[src/rtl/atm_pin_sender.sv]
// atm_pin_sender
// Customer-side driver for the ATM card/PIN protocol. On a legal start it
// inserts the card (cartao=1), sends value 0, then the three PIN digits, each
// held HOLD_CYCLES cycles. It then waits up to RESP_TIMEOUT cycles for
// cash_ok / card_destroyed, and reports done or fail.
//
// Optional feature macro: ATM_PIN_RETRY_EN
//   defined   : a response timeout re-inserts and resends the PIN, up to
//               MAX_TRIES attempts in total.
//   undefined : a single attempt; a timeout goes straight to FAIL.
//
// Ports:
//   clk_2          clock
//   rst            asynchronous active-high reset
//   start          request a transaction (sampled in IDLE/DONE/FAIL only)
//   pin[8:0]       digits: [8:6]=d1, [5:3]=d2, [2:0]=d3
//   cash_ok        ATM dispensing cash (level, only looked at in WAIT_RESP)
//   card_destroyed ATM destroyed the card (level, wins over cash_ok)
//   cartao         card-inserted line to the ATM
//   valor[2:0]     value/digit bus to the ATM
//   busy           high while a transaction is in flight
//   done / fail    terminal status levels
//   error          one-cycle pulse for a start carrying an illegal PIN
//   attempts[1:0]  attempts issued in the current transaction
module atm_pin_sender #(
    parameter int HOLD_CYCLES  = 2,
    parameter int RESP_TIMEOUT = 8,
    parameter int MAX_TRIES    = 3
) (
    input  logic       clk_2,
    input  logic       rst,
    input  logic       start,
    input  logic [8:0] pin,
    input  logic       cash_ok,
    input  logic       card_destroyed,
    output logic       cartao,
    output logic [2:0] valor,
    output logic       busy,
    output logic       done,
    output logic       fail,
    output logic       error,
    output logic [1:0] attempts
);

    localparam int CNT_MAX = (HOLD_CYCLES > RESP_TIMEOUT) ? HOLD_CYCLES : RESP_TIMEOUT;
    localparam int CNT_W   = $clog2(CNT_MAX + 1);

    // Elaboration-time parameter sanity checks.
    if (HOLD_CYCLES < 1 || RESP_TIMEOUT < 1) begin : g_bad_timing
        $error("atm_pin_sender: HOLD_CYCLES and RESP_TIMEOUT must be >= 1");
    end
    if (MAX_TRIES < 1 || MAX_TRIES > 3) begin : g_bad_tries
        $error("atm_pin_sender: MAX_TRIES must be in 1..3");
    end

`ifdef ATM_PIN_RETRY_EN
    localparam logic [1:0] EFF_TRIES = 2'(MAX_TRIES);
`endif

    typedef enum logic [2:0] {
        S_IDLE      = 3'd0,
        S_INSERT    = 3'd1,
        S_SEND_D1   = 3'd2,
        S_SEND_D2   = 3'd3,
        S_SEND_D3   = 3'd4,
        S_WAIT_RESP = 3'd5,
        S_DONE      = 3'd6,
        S_FAIL      = 3'd7
    } state_t;

    // The ATM only registers a digit when the bus changes, so neighbours
    // must differ, and the first digit must differ from the value-0 symbol.
    function automatic logic pin_legal(input logic [8:0] p);
        return (p[8:6] != 3'd0) && (p[5:3] != p[8:6]) && (p[2:0] != p[5:3]);
    endfunction

    state_t           state_q, state_d;
    logic [CNT_W-1:0] cnt_q, cnt_d;
    logic [8:0]       pin_q, pin_d;
    logic [1:0]       attempts_q, attempts_d;
    logic             cartao_q, cartao_d;
    logic [2:0]       valor_q, valor_d;
    logic             busy_q, busy_d;
    logic             done_q, done_d;
    logic             fail_q, fail_d;
    logic             error_q, error_d;
    logic             hold_last_s, resp_last_s;

    assign hold_last_s = (cnt_q == CNT_W'(HOLD_CYCLES - 1));
    assign resp_last_s = (cnt_q == CNT_W'(RESP_TIMEOUT - 1));

    // Next-state, latch and attempt bookkeeping.
    always_comb begin
        state_d    = state_q;
        pin_d      = pin_q;
        attempts_d = attempts_q;
        error_d    = 1'b0;
        case (state_q)
            S_IDLE, S_DONE, S_FAIL: begin
                if (start) begin
                    if (pin_legal(pin)) begin
                        state_d    = S_INSERT;
                        pin_d      = pin;
                        attempts_d = 2'd1;
                    end else begin
                        error_d = 1'b1;
                    end
                end else begin
                    state_d = state_q;
                end
            end
            S_INSERT: begin
                if (hold_last_s) state_d = S_SEND_D1;
                else             state_d = state_q;
            end
            S_SEND_D1: begin
                if (hold_last_s) state_d = S_SEND_D2;
                else             state_d = state_q;
            end
            S_SEND_D2: begin
                if (hold_last_s) state_d = S_SEND_D3;
                else             state_d = state_q;
            end
            S_SEND_D3: begin
                if (hold_last_s) state_d = S_WAIT_RESP;
                else             state_d = state_q;
            end
            S_WAIT_RESP: begin
                if (card_destroyed) begin
                    state_d = S_FAIL;
                end else if (cash_ok) begin
                    state_d = S_DONE;
                end else if (resp_last_s) begin
`ifdef ATM_PIN_RETRY_EN
                    // Retry re-enters INSERT with cartao still high; the value
                    // 0 symbol re-arms the ATM for a new PIN.
                    if (attempts_q < EFF_TRIES) begin
                        state_d    = S_INSERT;
                        attempts_d = attempts_q + 2'd1;
                    end else begin
                        state_d = S_FAIL;
                    end
`else
                    state_d = S_FAIL;
`endif
                end else begin
                    state_d = state_q;
                end
            end
            default: state_d = S_IDLE;
        endcase
    end

    // Hold/timeout counter: restarts on every state entry, idle when not timing.
    always_comb begin
        cnt_d = '0;
        case (state_q)
            S_INSERT, S_SEND_D1, S_SEND_D2, S_SEND_D3, S_WAIT_RESP: begin
                if (state_d != state_q) cnt_d = '0;
                else                    cnt_d = cnt_q + CNT_W'(1);
            end
            default: cnt_d = '0;
        endcase
    end

    // Output values for the upcoming state, so registered outputs line up with state_q.
    always_comb begin
        cartao_d = 1'b0;
        valor_d  = 3'd0;
        busy_d   = 1'b0;
        done_d   = 1'b0;
        fail_d   = 1'b0;
        case (state_d)
            S_INSERT: begin
                cartao_d = 1'b1;
                busy_d   = 1'b1;
            end
            S_SEND_D1: begin
                cartao_d = 1'b1;
                busy_d   = 1'b1;
                valor_d  = pin_d[8:6];
            end
            S_SEND_D2: begin
                cartao_d = 1'b1;
                busy_d   = 1'b1;
                valor_d  = pin_d[5:3];
            end
            S_SEND_D3, S_WAIT_RESP: begin
                cartao_d = 1'b1;
                busy_d   = 1'b1;
                valor_d  = pin_d[2:0];
            end
            S_DONE:  done_d = 1'b1;
            S_FAIL:  fail_d = 1'b1;
            default: cartao_d = 1'b0;
        endcase
    end

    // State, counters, latched PIN and registered outputs.
    always_ff @(posedge clk_2 or posedge rst) begin
        if (rst) begin
            state_q    <= S_IDLE;
            cnt_q      <= '0;
            pin_q      <= 9'd0;
            attempts_q <= 2'd0;
            cartao_q   <= 1'b0;
            valor_q    <= 3'd0;
            busy_q     <= 1'b0;
            done_q     <= 1'b0;
            fail_q     <= 1'b0;
            error_q    <= 1'b0;
        end else begin
            state_q    <= state_d;
            cnt_q      <= cnt_d;
            pin_q      <= pin_d;
            attempts_q <= attempts_d;
            cartao_q   <= cartao_d;
            valor_q    <= valor_d;
            busy_q     <= busy_d;
            done_q     <= done_d;
            fail_q     <= fail_d;
            error_q    <= error_d;
        end
    end

    assign cartao   = cartao_q;
    assign valor    = valor_q;
    assign busy     = busy_q;
    assign done     = done_q;
    assign fail     = fail_q;
    assign error    = error_q;
    assign attempts = attempts_q;

endmodule

[config.mk]
export PLATFORM = sky130hd
export DESIGN_NAME = atm_pin_sender
export DESIGN_NICKNAME = d
export VERILOG_FILES = /design/src/rtl/atm_pin_sender.sv
export SDC_FILE = /design/constraint.sdc
export NUM_CORES = 1
export LEC_CHECK = 0
export ABC_AREA = 1
export BUFFER_PORTS_ARGS = -buffer_cell sky130_fd_sc_hd__buf_2
export CORE_ASPECT_RATIO = 0.6
export CORE_UTILIZATION = 30
export CTS_CLUSTER_DIAMETER = 50
export DETAILED_ROUTE_END_ITERATION = 7
export GPL_ROUTABILITY_DRIVEN = 0
export HOLD_SLACK_MARGIN = 0.1
export PLACE_DENSITY = 0.6
export SYNTH_ARGS = -nofsm -noshare
export SYNTH_HDL_FRONTEND = slang
export SYNTH_SLANG_ARGS = --single-unit
export TNS_END_PERCENT = 20
[constraint.sdc]
create_clock -name clk_2 -period 2.2 [get_ports clk_2]
set_clock_uncertainty 0.15 [all_clocks]
set_input_delay 0.22 -clock clk_2 [delete_from_list [all_inputs] [get_ports clk_2]]
set_output_delay 0.22 -clock clk_2 [all_outputs]
set_load 0.005 [all_outputs]
## Word-level counts from Yosys, hierarchy flattened

Cells that the tools add are included.

| storage, ports and cells | value |
|---|---|
| bits in registers | 24 |
| bits of input ports | 14 |
| output and inout port bits | 10 |
| word-level logic and storage cells | 60 |

| cells by class | value |
|---|---|
| add/subtract/negate cells | 1 |
| equality and inequality tests | 19 |
| multiplexer cells | 22 |
| reduce and logical (&&, ||, !) cells | 9 |

Operators with widths:

| operator | number |
|---|---|
| $mux 3 | 9 |
| $mux 9 | 3 |
| $eq 3x3->1 const B | 8 |
| $pmux 3 s6 | 1 |
| $eq 3x2->1 const B | 4 |
| $reduce_or 5->1 | 2 |
| $ne 3x3->1 | 3 |
| $pmux 3 s3 | 1 |
| $mux 4 | 2 |
| $eq 3x1->1 const B | 2 |
| $mux 1 | 6 |
| $add 4x1->4 const B | 1 |
| $eq 4x1->1 const B | 1 |
| $eq 4x3->1 const B | 1 |
| $logic_not 3->1 | 1 |
| $reduce_and 3->1 | 1 |
| $reduce_bool 3->1 | 1 |
| $reduce_or 3->1 | 1 |
| $logic_and 1x1->1 | 2 |
| $reduce_or 2->1 | 1 |

## Logic depth before layout (Yosys ltp)

| depth | value |
|---|---|
| word-level depth | 9 |
| gate-level depth with buffers | 12 |
| gate-level depth less buffers | 11 |

## Worst setup path before layout

No wires, ideal clock.

| timing | value |
|---|---|
| path type | register to register |
| start | reg cnt_q[0] |
| end | reg cnt_q[0] |
| library setup time | 120 ps |
| arrival time | 1506 ps |
| required time | 1930 ps |
| slack | 424 ps |
| cell stages (with the launch flop) | 10 |
| buffers on the path | 0 |
| period minus slack after synthesis | 1776 ps |
| cells stage by stage | dfrtp_1 > ha_1 > nand3_1 > inv_1 > nand2_1 > nand2_1 > a21oi_1 > nand2_1 > nand3b_1 > nor2_1 |

| on the way | value |
|---|---|
| word-level cells in the longest chain between the ends | 8 |
| elaborated cells on any way between the ends | 14 |
| classes of those cells | add/sub: 1; eq/ne: 3; mux: 10 |

Ends and longest elaborated chain:

| item | RTL line | text |
|---|---|---|
| from (decl) | 78 | `logic [CNT_W-1:0] cnt_q, cnt_d;` |
| from (signal assigned) | 214 | `cnt_q <= cnt_d;` |
| $eq 4x3->1 | 90 | `assign resp_last_s = (cnt_q == CNT_W'(RESP_TIMEOUT - 1));` |
| $mux 3 | 133 | `end else if (resp_last_s) begin` |
| $mux 3 | 131 | `end else if (cash_ok) begin` |
| $mux 3 | 129 | `if (card_destroyed) begin` |
| $pmux 3 s6 | 98 | `case (state_q)` |
| $ne 3x3->1 | 159 | `if (state_d != state_q) cnt_d = '0;` |
| $mux 4 * | 159 |  |
| $mux 4 * | 157 | `case (state_q)` |
| named net cnt_d[0] | 78 |  |

Mark *: on every way through the listed nets, which the timed path passes. The rest lies on a longest branch.
A chain may end at the register's enable or synchronous reset.

## Worst setup path in the final report

| timing | value |
|---|---|
| start | reg state_q[2] |
| end | reg valor_q[1], in the netlist valor[1] |

| on the way | value |
|---|---|
| word-level cells in the longest chain between the ends | 7 |
| elaborated cells on any way between the ends | 26 |
| classes of those cells | eq/ne: 11; mux: 12; reduce/logical: 3 |

Ends and longest elaborated chain:

| item | RTL line | text |
|---|---|---|
| from (decl) | 77 | `state_t state_q, state_d;` |
| from (signal assigned) | 213 | `state_q <= state_d;` |
| $mux 3 | 133 |  |
| $mux 3 | 131 |  |
| $mux 3 | 129 |  |
| $pmux 3 s6 | 98 |  |
| $eq 3x3->1 | 173 | `case (state_d)` |
| $reduce_or 2->1 | -- |  |
| $pmux 3 s3 * | 173 |  |
| named net valor_d[1] | 82 | `logic [2:0] valor_q, valor_d;` |
| to (signal assigned) | 218 | `valor_q <= valor_d;` |
| to (decl) | 82 |  |

Marks and branches as above.

==> results.md <==
- P_sw: 0.800 mW
- Vias per cell: 4.35
- Final WS setup: 0.250 ns
- Setup violators final: 0
- Most frequent cells in the layout: nand2_1 (32), inv_1 (29), dfrtp_1 (24), buf_2 (22), nor2_1 (18)
- Worst path required time: between 2 and 2.5 ns
- Fin. max-slew vios: 0
- CTS tree: done
- CORE AREA: 3850 µm²
- Hold_ws: 0.144 ns
- Antenna violations before repair: 0
- Worst-path fanout max: 13
- EDFF count, synth: 0
- FF-to-FF End: valor[1]
- Number of I/O pins: 24
- CTS root buffer: clkbuf_8
- Sequential group share of total power: between 30 and 40%
- Period Utilization, post-route: around nine tenths
- Share of cells above drive strength 1: 19.6%
- PwrDens: 1240 nW/µm²
- Syn_nets: 174
- Ys async rst share: 100%
- First-pass GRT wire length: around 4.3 mm
- Clock sink count: 24
- RSZ-0062 raised after global routing: false
- Post-route ant nets: 0
- Diode count: 0
- Primary FF master, synth: dfrtp_1
- Placed cell count: ~240
- CTS buffer count: 3
- Initial core utilization: between 30% and 40%
- Area of the multi-input gates: 526 µm²
- Yosys Warn Count: 0
- Mapped Avg Cell Area: about 8 µm²
- Gate power share: 46.3%
- IO Port Bufs: 22
- Setup TNS: 0 ns
- Outcome: completed
- Clock Pin Slew Worst Setup and Hold Paths: 0.09 ns
- Worst vdd ir: 0.368 mV
- Die Span Y: about 52 µm
- Vias in the first global route: 901
- Overall routing resource usage: 12.9%
- Leakage: 0.792 nW
- WHS Endpoint: pin_q[8]
- DR vias: 1,049
- Worst R2R Setup Slack: 0.25 ns
- Die X-Extent: roughly 86 µm
- CP Capture Type: flip-flop
- Worst Setup Path Type: flip-flop to flip-flop
- Per-cell routed wire length: 10.8 µm
- WP data arrival: 1.97 ns
- WL met3: between 150 and 200 µm
- Fin cells: 241
- Routed WL: 2.60 mm
- CTS resizes: 0
- Nets: 201
- Fin crit period: 1.95 ns
- Hold Path Origin: pin[8]
- Commonest non-fill, non-tap cell in the layout: nand2_1
- Post-Place Setup Slack: around 0.27 ns
- H-tree depth: 1
- Switching power share of the total: 42.9%
- Detailed-routing wirelength on met1: 1.48 mm
- Hpwl dp: 1.96 mm
- Netlist cell types: 24
- #FFs+latches synth: 24
- CP Launch Point: state_q[2]
- Fillers: 396
- Hold Violations, Final: 0
- Startpoint Class: flip-flop
- Grt total ovfl: 0
- Worst hold-check path type: input pin to flip-flop
- Max cap viols: 0
- Met2 wire len: 935 µm
- Total Die Area: 4500 µm²
- Rows: 17
- CTS Buffer Depth: 2
- Critical R2R Launch: state_q[2]
- Gate count after technology mapping: 158
- Largest net degree at the start of global routing: 25
- Worst Reg-to-Reg Cells: 11
- Achievable Freq: 513 MHz
- Hold_buf cts: 1
- Worst skew pair latency: 0.27 ns
- Int Pwr: 1.06 mW
- Clk pwr share: approximately 17%
- Area Overhead vs Synth: 18.5%
- Post-synthesis sequential area ratio: 47.3%
- DRC: 0
- Min-Delay Path Depth: 3
- Postcts setup bufs: 0
- 1st-pass router iterations: 4
- Top sig layer: met4
- Storage cell area: 601 µm²
- DR iter-0 viols: 95
- Cell Area, Synth: 1270 µm²
## cells in the mapped netlist, types with 2 or more instances
master,n,area (µm²)
nor2_1,18,67.6
inv_2,2,7.51
nand3_1,14,70.1
buf_4,2,15.0
ha_1,2,25.0
nand4_1,4,25.0
dfrtp_1,24,601
nand2_1,32,120
xnor2_1,5,43.8
inv_1,29,109
o21ai_0,12,60.1
nor2_4,2,22.5
## critical path, stage by stage (launching register included)
cell	delay [ns]
dfrtp_1	0.48
inv_2	0.09
nand2_2	0.08
nand3_2	0.13
nor2_4	0.16
inv_2	0.06
nor2_4	0.23
nand2_1	0.09
o21ai_0	0.14
nor2_1	0.08
nor2_1	0.09
nand2_1	0.06
## logic make-up (layout without fill, tap and decap cells)
group / after synthesis / in the layout / synth area share [%]
simple gates: 75 / 75 / 28.1
buf+inv: 34 / 60 / 11.2
flops: 24 / 24 / 47.3
compound gates: 16 / 16 / 6.90
xor+xnor: 6 / 6 / 4.14
fa+ha+maj: 2 / 2 / 1.97
other cells: 1 / 1 / 0.296
## power groups by stage
stage | combinational, mW | sequential, mW | clock [mW]
detailed placement | 0.853 | 0.697 | 0
global placement | 0.865 | 0.702 | 0
CTS | 0.863 | 0.691 | 0.318
global route | 0.979 | 0.710 | 0.331
floorplan | 0.639 | 0.686 | 0
finish | 0.863 | 0.691 | 0.310
## routing by layer
layer | global-route usage (%) | vias up
met5 | 0 | -
met4 | 3.33 | 0
met3 | 4.09 | 3
met2 | 16.9 | 35
met1 | 19.8 | 467
li1 | - | 544
## worst max path at each step
stage | cells after the start | slack (ns) | endpoint
floorplan | 9 | 0.42 | cnt_q[0]
global placement | 11 | 0.20 | valor[1]
detailed placement | 11 | 0.27 | valor[1]
CTS | 11 | 0.25 | valor[1]
global route | 11 | 0.06 | valor[1]
finish | 11 | 0.25 | valor[1]
## cell type report
cell class | instances | share of cell area (%)
Timing Repair Buffer | 25 | 8.99
Tap cell | 57 | 4.74
Clock buffer | 4 | 3.66
Multi-Input combinational cell | 100 | 34.9
Sequential cell | 24 | 39.9
Inverter | 31 | 7.74
## state kept, by name, summed over array words and instances, names as in the netlist
register and flops:
fail 1, attempts 1, done 1, valor 3, cnt_q 4, error 1, state_q 3, pin_q 9
busy 1
## stage by stage
stage / cell area (µm²) / util (%) / power, mW
finish: 1500 / 39.1 / 1.86
CTS: 1500 / 39.1 / 1.87
floorplan: 1270 / - / 1.32
global placement: 1440 / 37.4 / 1.57
detailed placement: 1440 / 37.4 / 1.55
global route: 1500 / 39.1 / 2.02
(Power assumes the default switching activity.)
